[config.mk]
export PLATFORM = sky130hd
export DESIGN_NAME = jt12_pg_acc
export DESIGN_NICKNAME = d
export VERILOG_FILES = /design/src/rtl/jt12_pg_pkg.sv /design/src/rtl/jt12_pg_inc.sv /design/src/rtl/jt12_pg_acc.sv
export SDC_FILE = /design/constraint.sdc
export NUM_CORES = 1
export LEC_CHECK = 0
export ABC_AREA = 1
export BUFFER_PORTS_ARGS = -buffer_cell sky130_fd_sc_hd__buf_2
export CAP_MARGIN = 20
export CORE_MARGIN = 5
export CORE_UTILIZATION = 50
export DETAILED_ROUTE_END_ITERATION = 12
export MAX_ROUTING_LAYER = met4
export PLACE_DENSITY = 0.65
export SLEW_MARGIN = 20
export SYNTH_ARGS = -nofsm -noshare
export SYNTH_HDL_FRONTEND = slang
export SYNTH_SLANG_ARGS = --single-unit
[constraint.sdc]
create_clock -name clk -period 5.8 [get_ports clk]
set_input_delay 0 -clock clk [delete_from_list [all_inputs] [get_ports clk]]
set_output_delay 0 -clock clk [all_outputs]
set_load 0.005 [all_outputs]
[src/rtl/jt12_pg_pkg.sv]
// Shared constants, types and arithmetic helpers for the jt12 phase generator accumulator.
// Optional LFO vibrato helper is compiled only when JT12_PG_LFO_EN is defined.
package jt12_pg_pkg;

    localparam int NUM_SLOTS_DEF = 24;
    localparam int PHASE_W_DEF   = 20;
    localparam int INC_W         = 17;

    typedef logic [PHASE_W_DEF-1:0] phase_t;
    typedef logic [INC_W-1:0]       inc_t;

    // Shift in 18 bits so block=7 keeps the full fnum<<6 after the halving.
    function automatic inc_t calcBase(input logic [2:0] blk, input logic [10:0] fn);
        logic [INC_W:0] w_shifted;
        w_shifted = {7'b0, fn} << blk;
        return w_shifted[INC_W:1];
    endfunction

    function automatic inc_t addDetune(input inc_t base, input logic [5:0] det);
        inc_t w_ext;
        w_ext = {{(INC_W-6){det[5]}}, det};
        return base + w_ext;
    endfunction

    function automatic phase_t applyMul(input inc_t dt, input logic [3:0] m);
        logic [PHASE_W_DEF:0] w_prod;
        w_prod = {4'b0, dt} * {17'b0, m};
        if (m == 4'd0) begin
            return {4'b0, dt[INC_W-1:1]};
        end
        return w_prod[PHASE_W_DEF-1:0];
    endfunction

`ifdef JT12_PG_LFO_EN
    // fnum + pm ranges over -128..2174, so bit 12 flags negative and bit 11 flags overflow.
    function automatic logic [10:0] clampFnum(input logic [10:0] fn, input logic [7:0] pm);
        logic [12:0] w_sum;
        w_sum = {2'b00, fn} + {{5{pm[7]}}, pm};
        if (w_sum[12]) begin
            return 11'd0;
        end
        if (w_sum[11]) begin
            return 11'h7FF;
        end
        return w_sum[10:0];
    endfunction
`endif

endpackage

[src/rtl/jt12_pg_inc.sv]
// Stages S1-S3 of the phase generator: base frequency, detune, multiplier.
// With JT12_PG_LFO_EN defined, i_pm_offset modulates fnum before the block shift.
module jt12_pg_inc
    import jt12_pg_pkg::*;
(
    input  logic        clk,
    input  logic        rst_n,
    input  logic        i_clk_en,
    input  logic [2:0]  i_block,
    input  logic [10:0] i_fnum,
    input  logic [5:0]  i_detune,
    input  logic [3:0]  i_mul,
    input  logic        i_pg_rst,
`ifdef JT12_PG_LFO_EN
    input  logic [7:0]  i_pm_offset,
`endif
    output phase_t      o_inc,
    output logic        o_pg_rst
);

    logic [10:0] w_fnum;

`ifdef JT12_PG_LFO_EN
    assign w_fnum = clampFnum(i_fnum, i_pm_offset);
`else
    assign w_fnum = i_fnum;
`endif

    // Detune and multiplier are sampled with fnum and ride along until their stage uses them.
    inc_t        r_base;
    logic [5:0]  r_det1;
    logic [3:0]  r_mul1;
    logic        r_rst1;

    always_ff @(posedge clk or negedge rst_n) begin
        if (!rst_n) begin
            r_base <= '0;
            r_det1 <= '0;
            r_mul1 <= '0;
            r_rst1 <= 1'b0;
        end else if (i_clk_en) begin
            r_base <= calcBase(i_block, w_fnum);
            r_det1 <= i_detune;
            r_mul1 <= i_mul;
            r_rst1 <= i_pg_rst;
        end
    end

    inc_t        r_dt;
    logic [3:0]  r_mul2;
    logic        r_rst2;

    always_ff @(posedge clk or negedge rst_n) begin
        if (!rst_n) begin
            r_dt   <= '0;
            r_mul2 <= '0;
            r_rst2 <= 1'b0;
        end else if (i_clk_en) begin
            r_dt   <= addDetune(r_base, r_det1);
            r_mul2 <= r_mul1;
            r_rst2 <= r_rst1;
        end
    end

    phase_t      r_inc;
    logic        r_rst3;

    always_ff @(posedge clk or negedge rst_n) begin
        if (!rst_n) begin
            r_inc  <= '0;
            r_rst3 <= 1'b0;
        end else if (i_clk_en) begin
            r_inc  <= applyMul(r_dt, r_mul2);
            r_rst3 <= r_rst2;
        end
    end

    assign o_inc    = r_inc;
    assign o_pg_rst = r_rst3;

endmodule

[src/rtl/jt12_pg_acc.sv]
// Time-multiplexed 24-slot phase accumulator (stage S4) fed by jt12_pg_inc (S1-S3).
// Define JT12_PG_LFO_EN to add the pm_offset vibrato input.
module jt12_pg_acc
    import jt12_pg_pkg::*;
#(
    parameter int NUM_SLOTS = NUM_SLOTS_DEF,
    parameter int PHASE_W   = PHASE_W_DEF
) (
    input  logic        rst_n,
    input  logic        clk,
    input  logic        clk_en,
    input  logic [2:0]  block,
    input  logic [10:0] fnum,
    input  logic [5:0]  detune_signed,
    input  logic [3:0]  mul,
    input  logic        pg_rst,
`ifdef JT12_PG_LFO_EN
    input  logic [7:0]  pm_offset,
`endif
    output logic [9:0]  phase_op,
    output logic [19:0] phinc_out
);

    phase_t w_inc;
    logic   w_pg_rst;

    jt12_pg_inc u_inc (
        .clk         (clk),
        .rst_n       (rst_n),
        .i_clk_en    (clk_en),
        .i_block     (block),
        .i_fnum      (fnum),
        .i_detune    (detune_signed),
        .i_mul       (mul),
        .i_pg_rst    (pg_rst),
`ifdef JT12_PG_LFO_EN
        .i_pm_offset (pm_offset),
`endif
        .o_inc       (w_inc),
        .o_pg_rst    (w_pg_rst)
    );

    logic [PHASE_W-1:0] r_ring [NUM_SLOTS];
    logic [PHASE_W-1:0] w_inc_p;
    logic [PHASE_W-1:0] w_ring_out;
    logic [PHASE_W-1:0] w_new;

    assign w_inc_p    = PHASE_W'(w_inc);
    assign w_ring_out = r_ring[NUM_SLOTS-1];
    assign w_new      = w_pg_rst ? '0 : w_ring_out + w_inc_p;

    // The tail of the ring is the same slot's phase from one full rotation ago.
    always_ff @(posedge clk or negedge rst_n) begin
        if (!rst_n) begin
            for (int i = 0; i < NUM_SLOTS; i++) begin
                r_ring[i] <= '0;
            end
        end else if (clk_en) begin
            r_ring[0] <= w_new;
            for (int i = 1; i < NUM_SLOTS; i++) begin
                r_ring[i] <= r_ring[i-1];
            end
        end
    end

    always_ff @(posedge clk or negedge rst_n) begin
        if (!rst_n) begin
            phase_op  <= '0;
            phinc_out <= '0;
        end else if (clk_en) begin
            phase_op  <= w_new[PHASE_W-1 -: 10];
            phinc_out <= w_pg_rst ? 20'd0 : 20'(w_inc_p);
        end
    end

endmodule

# Word-level counts from Yosys, hierarchy flattened
# Cells that the tools add are included.
[classes]
n_shift = 1
mux = 6
n_reduce_logical = 1
n_addsub = 2
n_mul = 1
[ops]
columns = ["operator", "n"]
rows = [
  ["20-bit two-way mux", 4],
  ["20-bit adder", 1],
  ["17-bit by 4-bit multiplier with 20-bit output", 1],
  ["11-bit by 3-bit left shift with 18-bit output", 1],
  ["17-bit adder", 1],
  ["4-bit logical NOT", 1],
  ["1-bit two-way mux", 2],
]
[word_totals]
out_inout_bits = 30
reg_bits = 581

# Depth between registers and ports, before layout
[logic_depth]
word_depth = 4
depth_mapped = 20

# By module
# A second synthesis with hierarchy kept.
[hier_totals]
hier_cells = 3230
area_unflattened_um2 = 26228.9
[modules_own_cells]
columns = ["mod", "cells_per_inst", "area_each_um2", "n_inst"]
rows = [
  ["jt12_pg_acc", 2294, 19852.8, 1],
  ["jt12_pg_inc", 936, 6376.1, 1],
]

# Worst setup path before layout
# Ideal clock, no wire load.
[synth_timing]
path_type = "register to register"
from = "reg u_inc.r_mul2[3]"
to = "reg u_inc.r_inc[18], in the netlist u_inc.o_inc[18]"
arrival_ns = 3.147
path_slack_ns = 2.536
stages_incl_launch_ff = 19
n_path_buf = 2
cell_sequence = "dfrtp_1 -> buf_2 -> clkbuf_1 -> nand2_1 -> fa_1 -> inv_1 -> fa_1 -> inv_1 -> fa_1 -> inv_1 -> nand3_1 -> nand3_1 -> nand2_1 -> nand2_1 -> nand3_1 -> nand2_1 -> nand2_1 -> nand3_1 -> nand2_1"
[synth_via]
elab_chain_len = 4
elab_cells_between_ends = 5
classes_between = "1 x mul; 3 x mux; 1 x reduce/logical"
[synth_rtl]
columns = ["element", "line", "source"]
rows = [
  ["from (decl)", "jt12_pg_inc.sv:50", "logic [3:0] r_mul2;"],
  ["from (signal assigned)", "jt12_pg_inc.sv:60", "r_mul2 <= r_mul1;"],
  ["branches (longest 3 deep; another with 17-bit by 4-bit multiplier with 20-bit output)", "n/a", ""],
  ["20-bit two-way mux *", "jt12_pg_pkg.sv:31", "return w_prod[PHASE_W_DEF-1:0];"],
  ["to (signal assigned)", "jt12_pg_inc.sv:73", "r_inc <= applyMul(r_dt, r_mul2);"],
  ["to (decl)", "jt12_pg_inc.sv:65", "phase_t r_inc;"],
]
# Mark *: on every way between the ends. The select of a mux whose other input is x is not followed.
# A chain may end at the register's enable or synchronous reset.

# Final worst setup path
# Same ends and word-level chain as after synthesis.

==> flow_summary_export.csv <==
group,metric,value,unit
outcome,status,"completed",
worst_setup_path,r2r-end,"u_inc.o_inc[18]$_DFFE_PN0P_",
cells_and_area,antennaDiodeCount,0,
timing,relSlewSlack,29.3,%
worst_setup_path,cp-start-kind,"flip-flop",
synthesis,synth_cell_types,43,
worst_setup_path,cp_slowest_cell,"dfrtp_1",
pwr,p_sw,3770,uW
worst_setup_path,max_stage_delay,710,ps
pwr,p_comb_share,20.9,%
die,die_area,57100,um2
timing,skew,25.0,ps
synthesis,synth_seq_cells,571,
worst_setup_path,path_cells,"nand2_1 -> fa_1 -> inv_1 -> fa_1 -> inv_1 -> fa_1 -> inv_1 -> nand3_1 -> nand3_1 -> nand2_1 -> nand2_1 -> nand3_1 -> nand2_1 -> nand2_1 -> nand3_1 -> nand2_1",
route,wl_per_cell,14.0,um
route,detail-route-antenna-nets,0,
timing,fin_crit,3680,ps
route,firstDrtPassIters,5,
timing,hold_viol_final,0,
die,die-height,239,um
pwr,p_sw_share,31.6,%
timing,worst_pin_slew,1060,ps
worst_setup_path,worstPathRequired,6290,ps
pwr,power.leakage,0.0167,uW
worst_setup_path,arrival,4170,ps
cts,clkSinkCount,571,
pwr,ir_drop,266,uV
grt,track_usage,20.6,%
worst_setup_path,reg2reg_depth,16,
die,io_pins,58,
cells_and_area,syn2layout_area_growth,12.1,%
timing,rsz0062_at_grt,"no",
timing,clock.fmax,0.272,GHz
synthesis,syn_area,26200,um2
die,core_area,52200,um2
placement,hpwl,36.3,mm
pwr,pwr_density_cell,406,nW/um2
route,vias,19726,
cells_and_area,fillers,4817,
grt,grt_max_degree,170,
placement,place.gp.congestion,0.882,
cts,tritoncts,"done",
cells_and_area,fin_nets,3386,
synthesis,ys_seq_area_share,54.5,%
die,die_w,239,um
pwr,clkPwrFrac,32.8,%
placement,place_inst,3839,
synthesis,syn_inst,3230,
route,route.detailed.drc,0,
cts,cts_buffer_depth,3,
die,row_count,84,
worst_setup_path,cpMostUsedCell,"nand2_1",
route,via_per_inst,4.93,
synthesis,syn-num-nets,3348,
worst_setup_path,cp-end-kind,"flip-flop",
die,initial_core_util,50.2,%
grt,grt_pass1_vias,19068,
timing,setup_violations,0,
pwr,power.total,11900,uW
synthesis,ys.warnings.count,0,
run,maxCapViolCount,0,
worst_setup_path,worstSetupPathType,"reg -> reg",
worst_hold_path,hp-class,"in -> async",
worst_setup_path,reg2reg_setup_slack,2120,ps
cts,clockRootBuffer,"clkbuf_16",
cells_and_area,drive_above_1_share,5.79,%
cells_and_area,final_cells,4003,
synthesis,syn_avg_cell_area,8.11,um2
cells_and_area,fin_util,56.3,%
placement,io_buffers,57,
grt,grt_pass1_wl,95.9,mm
cts,clkLatencyLatePin,620,ps
worst_setup_path,endpoint,"u_inc.o_inc[18]$_DFFE_PN0P_",
route,wl,56.0,mm
grt,overflow,0,
worst_setup_path,crit_fanout,18,
pwr,p_int,8170,uW
worst_setup_path,worstReg2RegStart,"u_inc.r_mul2[3]$_DFFE_PN0P_",
cts,numCtsBuffers,58,
grt,grt_antenna_before_repair,0,
cts,post_cts_buffers,0,
timing,min_period_over_period,63.4,%
timing,maxSlewViolCount,0,
timing,setup_tns,0,ps
cts,cts.clk_slew.worst_paths,60,ps
cts,h-tree-depth,2,
pwr,seqPwrFrac,46.2,%
route,first_iter_violations,1468,
worst_setup_path,crit_start,"u_inc.r_mul2[3]$_DFFE_PN0P_",
flip-flops by register name, indices dropped and copies added, names as in the netlist:
name	count
r_ring	460
phinc_out	20
u_inc.o_inc	20
w_ring_out	20
u_inc.r_base	17
u_inc.r_dt	17
u_inc.r_det1	6
u_inc.r_mul1	4
u_inc.r_mul2	4
u_inc.o_pg_rst	1
u_inc.r_rst1	1
u_inc.r_rst2	1
cell usage after synthesis (all sizes together):
| library cell | number | area, um2 |
|---|---|---|
| or2 | 5 | 31.3 |
| buf | 133 | 709 |
| o21a | 4 | 30.0 |
| nand4 | 8 | 56.3 |
| a22oi | 1 | 7.51 |
| clkbuf | 16 | 60.1 |
| nor3 | 7 | 40.0 |
| and3 | 1 | 6.26 |
| inv | 238 | 893 |
| mux2i | 1 | 10.0 |
| a22o | 12 | 105 |
| o21ai | 112 | 564 |
| a21o | 1 | 7.51 |
| fa | 32 | 641 |
| o211ai | 4 | 30.0 |
| a21oi | 51 | 255 |
| a31oi | 1 | 6.26 |
| o221ai | 7 | 61.3 |
| nand3 | 82 | 420 |
| o22ai | 4 | 25.0 |
| xnor2 | 5 | 43.8 |
| nand3b | 11 | 82.6 |
| nand2 | 1783 | 6700 |
| dfrtp | 571 | 14300 |
| ha | 58 | 726 |
| and2 | 6 | 40.0 |
| a32o | 2 | 20.0 |
| o21bai | 3 | 22.5 |
| xor2 | 7 | 61.3 |
| nor2 | 64 | 263 |
critical path, delay by kind of cell, from the launching register on:
family                     cells  cell delay (ps)
adders and majority gates      3             1630
buffers and inverters          3              260
and+or+nand+nor               10              960
DFF                            1              710
cell families after synthesis:
kind of cell	Yosys count	share of synthesized area [%]
buffers and inverters	387	6.34
XOR/XNOR	12	0.401
AND/OR/NAND/NOR	1967	29.2
multiplexers	1	0.0382
adder cells (fa/ha/maj)	90	5.21
flip-flops	571	54.5
AO/OA/AOI/OAI	202	4.33
worst min path at each step:
| stage | slack (ps) | cells after the start | endpoint | startpoint |
|---|---|---|---|---|
| 6_report | 50 | 3 | r_ring[172]$_DFFE_PN0P_ | rst_n |
| 5_1_grt | 70 | 3 | r_ring[172]$_DFFE_PN0P_ | rst_n |
| 4_1_cts | 40 | 3 | r_ring[172]$_DFFE_PN0P_ | rst_n |
| 3_5_place_dp | 4 | 1 | r_ring[179]$_DFFE_PN0P_ | rst_n |
| 3_3_place_gp | 3 | 1 | r_ring[152]$_DFFE_PN0P_ | rst_n |
| 2_1_floorplan | -300 | 0 | phinc_out[0]$_DFFE_PN0P_ | rst_n |
area by class of cell:
class / instances / area [um2] / share of cell area, %
tap: 688 / 861 / 2.93
clock inverter: 24 / 363 / 1.23
multi-input combinational: 2272 / 10300 / 34.9
inverter: 238 / 901 / 3.07
clock buffer: 83 / 1690 / 5.74
sequential: 571 / 14300 / 48.6
timing repair buffer: 127 / 1030 / 3.50
layout by cell type (no fill, tap or decap), drive strengths merged, types with 8 or more instances in the layout:
master and instances:
a22o 12, buf 71, nand4 8, dfrtp 571, ha 58, dlygate4sd3 56
fa 32, nand2 1783, a21oi 51, nor2 64, clkbuf 83, inv 240
clkinv 15, o21ai 112, nand3b 11, nand3 82
metrics by stage:
step	setup slack, ps	hold slack, ps	area, um2
floorplan	2540	-296	26200
global placement	2180	2.50	26700
detailed placement	2110	4.25	26700
CTS	2100	42.4	29400
global route	1850	67.5	29400
finish	2120	47.3	29400
power groups by stage:
stage	combinational, uW	clock [uW]	sequential, uW
floorplan	1850	0	5360
global placement	2440	0	5560
detailed placement	2490	0	5580
CTS	2550	4040	5520
global route	2940	4200	5640
finish	2500	3920	5520
routing by layer:
layer / GRT usage, % / wire (um)
met4: 4.88 / 1230
met1: 30.5 / 27900
met3: 2.57 / 1790
met2: 30.6 / 25100
met5: - / 0
what timing repair did:
item                      CTS  global route
resized for setup           0             0
hold endpoints to repair  226             0
hold buffers               57             0
Power figures use the tool's default switching activity.
